===== config.mk =====
export PLATFORM = sky130hd
export DESIGN_NAME = stage4
export DESIGN_NICKNAME = d
export VERILOG_FILES = /design/src/rtl/stage4_pkg.sv /design/src/rtl/stage4_data_memory.sv /design/src/rtl/stage4.sv
export SDC_FILE = /design/constraint.sdc
export NUM_CORES = 2
export LEC_CHECK = 0
export BUFFER_PORTS_ARGS = -buffer_cell sky130_fd_sc_hd__buf_4
export CORE_MARGIN = 3
export CORE_UTILIZATION = 35
export CTS_CLUSTER_SIZE = 25
export DETAILED_ROUTE_END_ITERATION = 10
export PLACE_DENSITY = 0.59
export SYNTH_ARGS = -nofsm -noshare
export SYNTH_HDL_FRONTEND = slang
export SYNTH_SLANG_ARGS = --single-unit

===== constraint.sdc =====
create_clock -name clk -period 5.8 [get_ports clk]
set_clock_uncertainty 0.1 [all_clocks]
set_input_delay 0 -clock clk [delete_from_list [all_inputs] [get_ports clk]]
set_output_delay 0 -clock clk [all_outputs]
set_load 0.02 [all_outputs]

===== src/rtl/stage4_pkg.sv =====
// Shared pipeline types for the 8-bit datapath: widths, memory-stage control bundle, bubble value.
// Latency: n/a (types and constants only).
// Backpressure: n/a.
package stage4_pkg;

    localparam int WORD_LENGTH    = 8;
    localparam int REG_ADDR_WIDTH = 3;

    // Control bits that travel with an instruction through the memory stage.
    typedef struct packed {
        logic memRead;
        logic memWrite;
        logic regWrite;
    } mem_ctrl_t;

    // All-zero control word: an instruction slot that has no side effects.
    localparam mem_ctrl_t BUBBLE = '0;

    // A result may be forwarded from EX/MEM only when it is already known, i.e. not a load.
    function automatic logic fwd_valid(input mem_ctrl_t ctrl);
        return ctrl.regWrite & ~ctrl.memRead;
    endfunction

endpackage


===== src/rtl/stage4_data_memory.sv =====
// Data memory: synchronous write, asynchronous (combinational) read, contents never reset.
// Latency: write commits at the clock edge where we=1; read data follows addr in the same cycle.
// Backpressure: none; the caller suppresses we while the pipeline is stalled.
module stage4_data_memory #(
    parameter int ADDR_WIDTH  = 8,
    parameter int WORD_LENGTH = 8,
    parameter int MEM_DEPTH   = 256
) (
    input  logic                   clk,
    input  logic                   we,
    input  logic [ADDR_WIDTH-1:0]  addr,
    input  logic [WORD_LENGTH-1:0] wdata,
    output logic [WORD_LENGTH-1:0] rdata
);

    logic [WORD_LENGTH-1:0] mem [MEM_DEPTH];

    // Store port: one word per enabled edge.
    always_ff @(posedge clk) begin
        if (we) begin
            mem[addr] <= wdata;
        end
    end

    // Load port is combinational so a load sees a store committed on the previous edge.
    assign rdata = mem[addr];

endmodule


===== src/rtl/stage4.sv =====
// Memory/write-back stage: EX/MEM register, data memory, MEM/WB register, forwarding taps.
// Latency: inputs captured at edge N, memory access and MEM/WB load at N+1, regfile write at N+2.
// Backpressure: hold freezes EX/MEM, blocks the store and bubbles MEM/WB; flush bubbles EX/MEM.
module stage4
    import stage4_pkg::*;
#(
    parameter int WORD_LENGTH    = stage4_pkg::WORD_LENGTH,
    parameter int ADDR_WIDTH     = 8,
    parameter int MEM_DEPTH      = 256,
    parameter int REG_ADDR_WIDTH = stage4_pkg::REG_ADDR_WIDTH
) (
    input  logic                      clk,
    input  logic                      rst,
    input  logic [WORD_LENGTH-1:0]    aluResult,
    input  logic [WORD_LENGTH-1:0]    storeData,
    input  logic [REG_ADDR_WIDTH-1:0] destReg,
    input  logic                      memReadIn,
    input  logic                      memWriteIn,
    input  logic                      regWriteIn,
    input  logic                      hold,
    input  logic                      flush,
    output logic [WORD_LENGTH-1:0]    exmemFwdData,
    output logic [REG_ADDR_WIDTH-1:0] exmemFwdReg,
    output logic                      exmemFwdValid,
    output logic [WORD_LENGTH-1:0]    wbData,
    output logic [REG_ADDR_WIDTH-1:0] wbReg,
    output logic                      wbEn
);

    mem_ctrl_t                 ctrl_in;
    mem_ctrl_t                 exmem_ctrl;
    logic [WORD_LENGTH-1:0]    exmem_alu;
    logic [WORD_LENGTH-1:0]    exmem_store;
    logic [REG_ADDR_WIDTH-1:0] exmem_dest;

    logic                      mem_we;
    logic [ADDR_WIDTH-1:0]     mem_addr;
    logic [WORD_LENGTH-1:0]    mem_rdata;

    assign ctrl_in = '{memRead: memReadIn, memWrite: memWriteIn, regWrite: regWriteIn};

    // EX/MEM register: reset beats flush beats hold beats capture.
    always_ff @(posedge clk) begin
        if (rst) begin
            exmem_ctrl  <= BUBBLE;
            exmem_alu   <= '0;
            exmem_store <= '0;
            exmem_dest  <= '0;
        end else if (flush) begin
            exmem_ctrl  <= BUBBLE;
            exmem_alu   <= '0;
            exmem_store <= '0;
            exmem_dest  <= '0;
        end else if (!hold) begin
            exmem_ctrl  <= ctrl_in;
            exmem_alu   <= aluResult;
            exmem_store <= storeData;
            exmem_dest  <= destReg;
        end
    end

    // A held store writes only on its release edge; a reset edge drops it entirely.
    assign mem_we   = exmem_ctrl.memWrite & ~hold & ~rst;
    assign mem_addr = exmem_alu[ADDR_WIDTH-1:0];

    stage4_data_memory #(
        .ADDR_WIDTH  (ADDR_WIDTH),
        .WORD_LENGTH (WORD_LENGTH),
        .MEM_DEPTH   (MEM_DEPTH)
    ) u_dmem (
        .clk   (clk),
        .we    (mem_we),
        .addr  (mem_addr),
        .wdata (exmem_store),
        .rdata (mem_rdata)
    );

    // MEM/WB register: a stalled cycle inserts a bubble so a held instruction retires once.
    always_ff @(posedge clk) begin
        if (rst || hold) begin
            wbData <= '0;
            wbReg  <= '0;
            wbEn   <= 1'b0;
        end else begin
            wbData <= exmem_ctrl.memRead ? mem_rdata : exmem_alu;
            wbReg  <= exmem_dest;
            wbEn   <= exmem_ctrl.regWrite;
        end
    end

    // Forwarding taps expose EX/MEM directly; load data is only available later via wb*.
    assign exmemFwdData  = exmem_alu;
    assign exmemFwdReg   = exmem_dest;
    assign exmemFwdValid = fwd_valid(exmem_ctrl);

endmodule


==> flow_summary.toml <==
[synthesis]
yosys_register_bits = 2090
yosys-top-cells-count = "edfxtp_1 (2048), mux4_2 (365), nor2_1 (307)"
synth_edf_count = 2048
yosysSeqAreaShare_pct = 76.8
synth_compound_area_share_pct = 3.64
netlist_area_um2 = 81200
yosysTopAreaCell = "edfxtp_1"
synth_area_leaders = "edfxtp_1 (76%), mux4_2 (10%), mux2i_1 (3.8%), nor2_1 (1.4%), dfxtp_1 (1.0%)"
ys.warnings.count = 0
synth_top_family_by_area = "multiplexers"
synth_cell_types = 64
synth.most_common_cell = "edfxtp_1"
synth_xor_area_share_pct = 0
async_reset_ff_share_pct = 0
netlist_instances = 4047
synth-simple-area-share_pct = 3.17
synth_fa_ha_area_share_pct = 0
syn_nets = 4073
netlist.area_leader.share_pct = 75.8
yosys-mux-area-fraction_pct = 14.3
ys.flop_type = "edfxtp_1"
synth_area_per_cell_um2 = 20.1

[critical_path]
r2r-end = "wbData[4]"
reg2regPathDepth = 6
r2r_setup_slack_ns = 1.54
end_kind = "flip-flop"
critical_path_class = "flip-flop to flip-flop"
critPathRequiredTime_ns = 6.47
arrival_ns = 4.93
crit_fanout = 32
cp-start-kind = "flip-flop"
crit_path_end = "wbData[4]"

[run_status]
status = "complete, but fails checks"
violations = "max-capacitance violations, max-slew violations"

[global_route]
grt_pass1_vias = 41300
grt_start_max_net_pins = 193
antenna_found_initial = 7
track_usage_pct = 17.4
grt_pass1_wl_mm = 301
overflow = 0

[power]
power_density_nw_per_um2 = 329
p_int_w = 0.0240
combPwrFrac_pct = 2.5
swShare_pct = 20.8
peakVddDrop_mv = 0.319
power.leakage_nw = 30.9
clock_power_share_pct = 42.9
p_sw_w = 0.00632
pwr-share-seq_pct = 54.6

[cts]
cts_buffer_depth = 3
cts-resized-gates = 0
clock_latency_ns = 0.86
cts_sinks = 2090
clk_pin_slew_worst_paths_ns = 0.06
cts_tree = "yes"
htree_levels = 4
hold_buffers = 79
clockRootBuffer = "clkbuf_16"
postCtsSetupBuffers = 0
numCtsBuffers = 206

[final_layout]
instances_no_fill = 7441
finalNetCount = 4273
utilization_pct = 40.0
syn2layout_area_growth_pct = 13.5
drive_gt1_share_pct = 19.0

[sta]
finalWorstSetupSlack_ns = 1.54
finalCriticalPeriod_ns = 4.26
rsz0062_at_grt = "false"
tightest_slew_ns = 1.50
fin_tns_setup_ns = 0
hold_viol = 0
maxSlewViolCount = 2
max-slew-margin-rel_pct = -2.30
hold_ws_ns = 0.131
min_period_over_period_pct = 73.5
max_freq_ghz = 0.235
finalSetupViolations = 0

[place]
place.gp.congestion = 0.834
placed_cells = 6986
pre_cts_ws_ns = 1.68
io_buffer_count = 49
hpwlAfterDp_mm = 124

[floorplanning]
coreArea_um2 = 230000
ios = 50
die_w_um = 488
fp.dieH_um = 488
rows = 176
dieArea_um2 = 238000
initial_core_util_pct = 35.2

[routing]
vias_per_cell = 5.49
drtPass1Iterations = 6
drt_iter0_drc = 4366
ant_nets = 0
wirelength_mm = 208
avgRoutedWirePerCell_um = 28.0
via_count = 40800
drc = 0

[hold_path]
min_path_type = "input port to flip-flop"

[flow_run]
maxCapViolations = 2
## area by class of cell
cell class                 count  area, um^2
multi-input combinational   1717       17200
timing repair buffer         227        2180
clock inverter               117        1180
fill                       20300      138000
sequential                  2090       62400
inverter                       5        21.3
clock buffer                 258        5390
tap                         3026        3790
antenna                        1        2.50
## routing by layer
| metal | vias to the layer above | global-route usage (%) | routed length (um) |
|---|---|---|---|
| met4 | 2 | 7.00 | 8350 |
| li1 | 17100 | - | - |
| met2 | 1754 | 28.0 | 101000 |
| met1 | 21600 | 23.2 | 83700 |
| met5 | - | 0 | 13 |
| met3 | 351 | 3.40 | 15700 |
## worst min path at each step
stage	startpoint	to	slack (ns)	cells past startpoint
3_3_place_gp	storeData[7]	exmem_store[7]	0.13	3
6_report	aluResult[1]	flip-flop	0.13	4
3_5_place_dp	destReg[2]	exmemFwdReg[2]	0.14	3
2_1_floorplan	destReg[0]	exmemFwdReg[0]	0.04	2
5_1_grt	aluResult[1]	flip-flop	0.08	4
4_1_cts	aluResult[1]	flip-flop	0.05	4
## worst max-delay path, cell delays in order, from the launching register on
cell and delay (ns):
dfxtp_4 0.79, inv_2 0.57, nor2_4 0.86, a22oi_1 0.40, a2111oi_0 0.69, nand4_1 0.44, o211ai_1 0.29
## power by group through the flow
| stage | clock network [W] | registers (W) | logic [W] |
|---|---|---|---|
| final | 0.0130 | 0.0165 | 0.000770 |
| after global placement | 0 | 0.0169 | 0.000724 |
| after CTS | 0.0132 | 0.0165 | 0.000773 |
| after floorplan | 0 | 0.0169 | 0.000422 |
| after detailed placement | 0 | 0.0169 | 0.000731 |
| after global routing | 0.0138 | 0.0165 | 0.000815 |
## sequential cells by signal, indices dropped and copies added (netlist names), named ones only
signal and flops:
exmemFwdReg 3, wbReg 3, exmemFwdData 8, exmem_ctrl 3, wbData 8, u_dmem.mem 2048, wbEn 1, exmem_store 8
## logic make-up after synthesis
group	after synthesis
buf+inv	240
mux	684
compound gates	412
flops	2090
simple gates	621
## through the flow
step                total power (W)  area [um^2]
finish                       0.0303        92100
global route                 0.0311        92100
CTS                          0.0305        92100
detailed placement           0.0176        84800
global placement             0.0176        84700
floorplan                    0.0173        81200
## cells in the final DEF, fill, tap and decap left out, drive strengths merged, types with 4 or more instances in the layout
cell type	n
clkbuf	258
inv	8
a2111oi	30
mux2i	306
o22ai	96
a22oi	45
a21oi	71
nand4	12
nor3	22
edfxtp	2048
o22a	4
or3b	4
dfxtp	42
o221ai	53
a211o	5
nor2b	9
o211ai	6
nor4	4
bufinv	14
o21ai	34
and2	8
clkinvlp	5
nand3	53
a221oi	26
a211oi	24
buf	147
mux4	378
nor2	308
dlygate4sd3	79
nand2	188
clkinv	95
(Power assumes the default switching activity.)
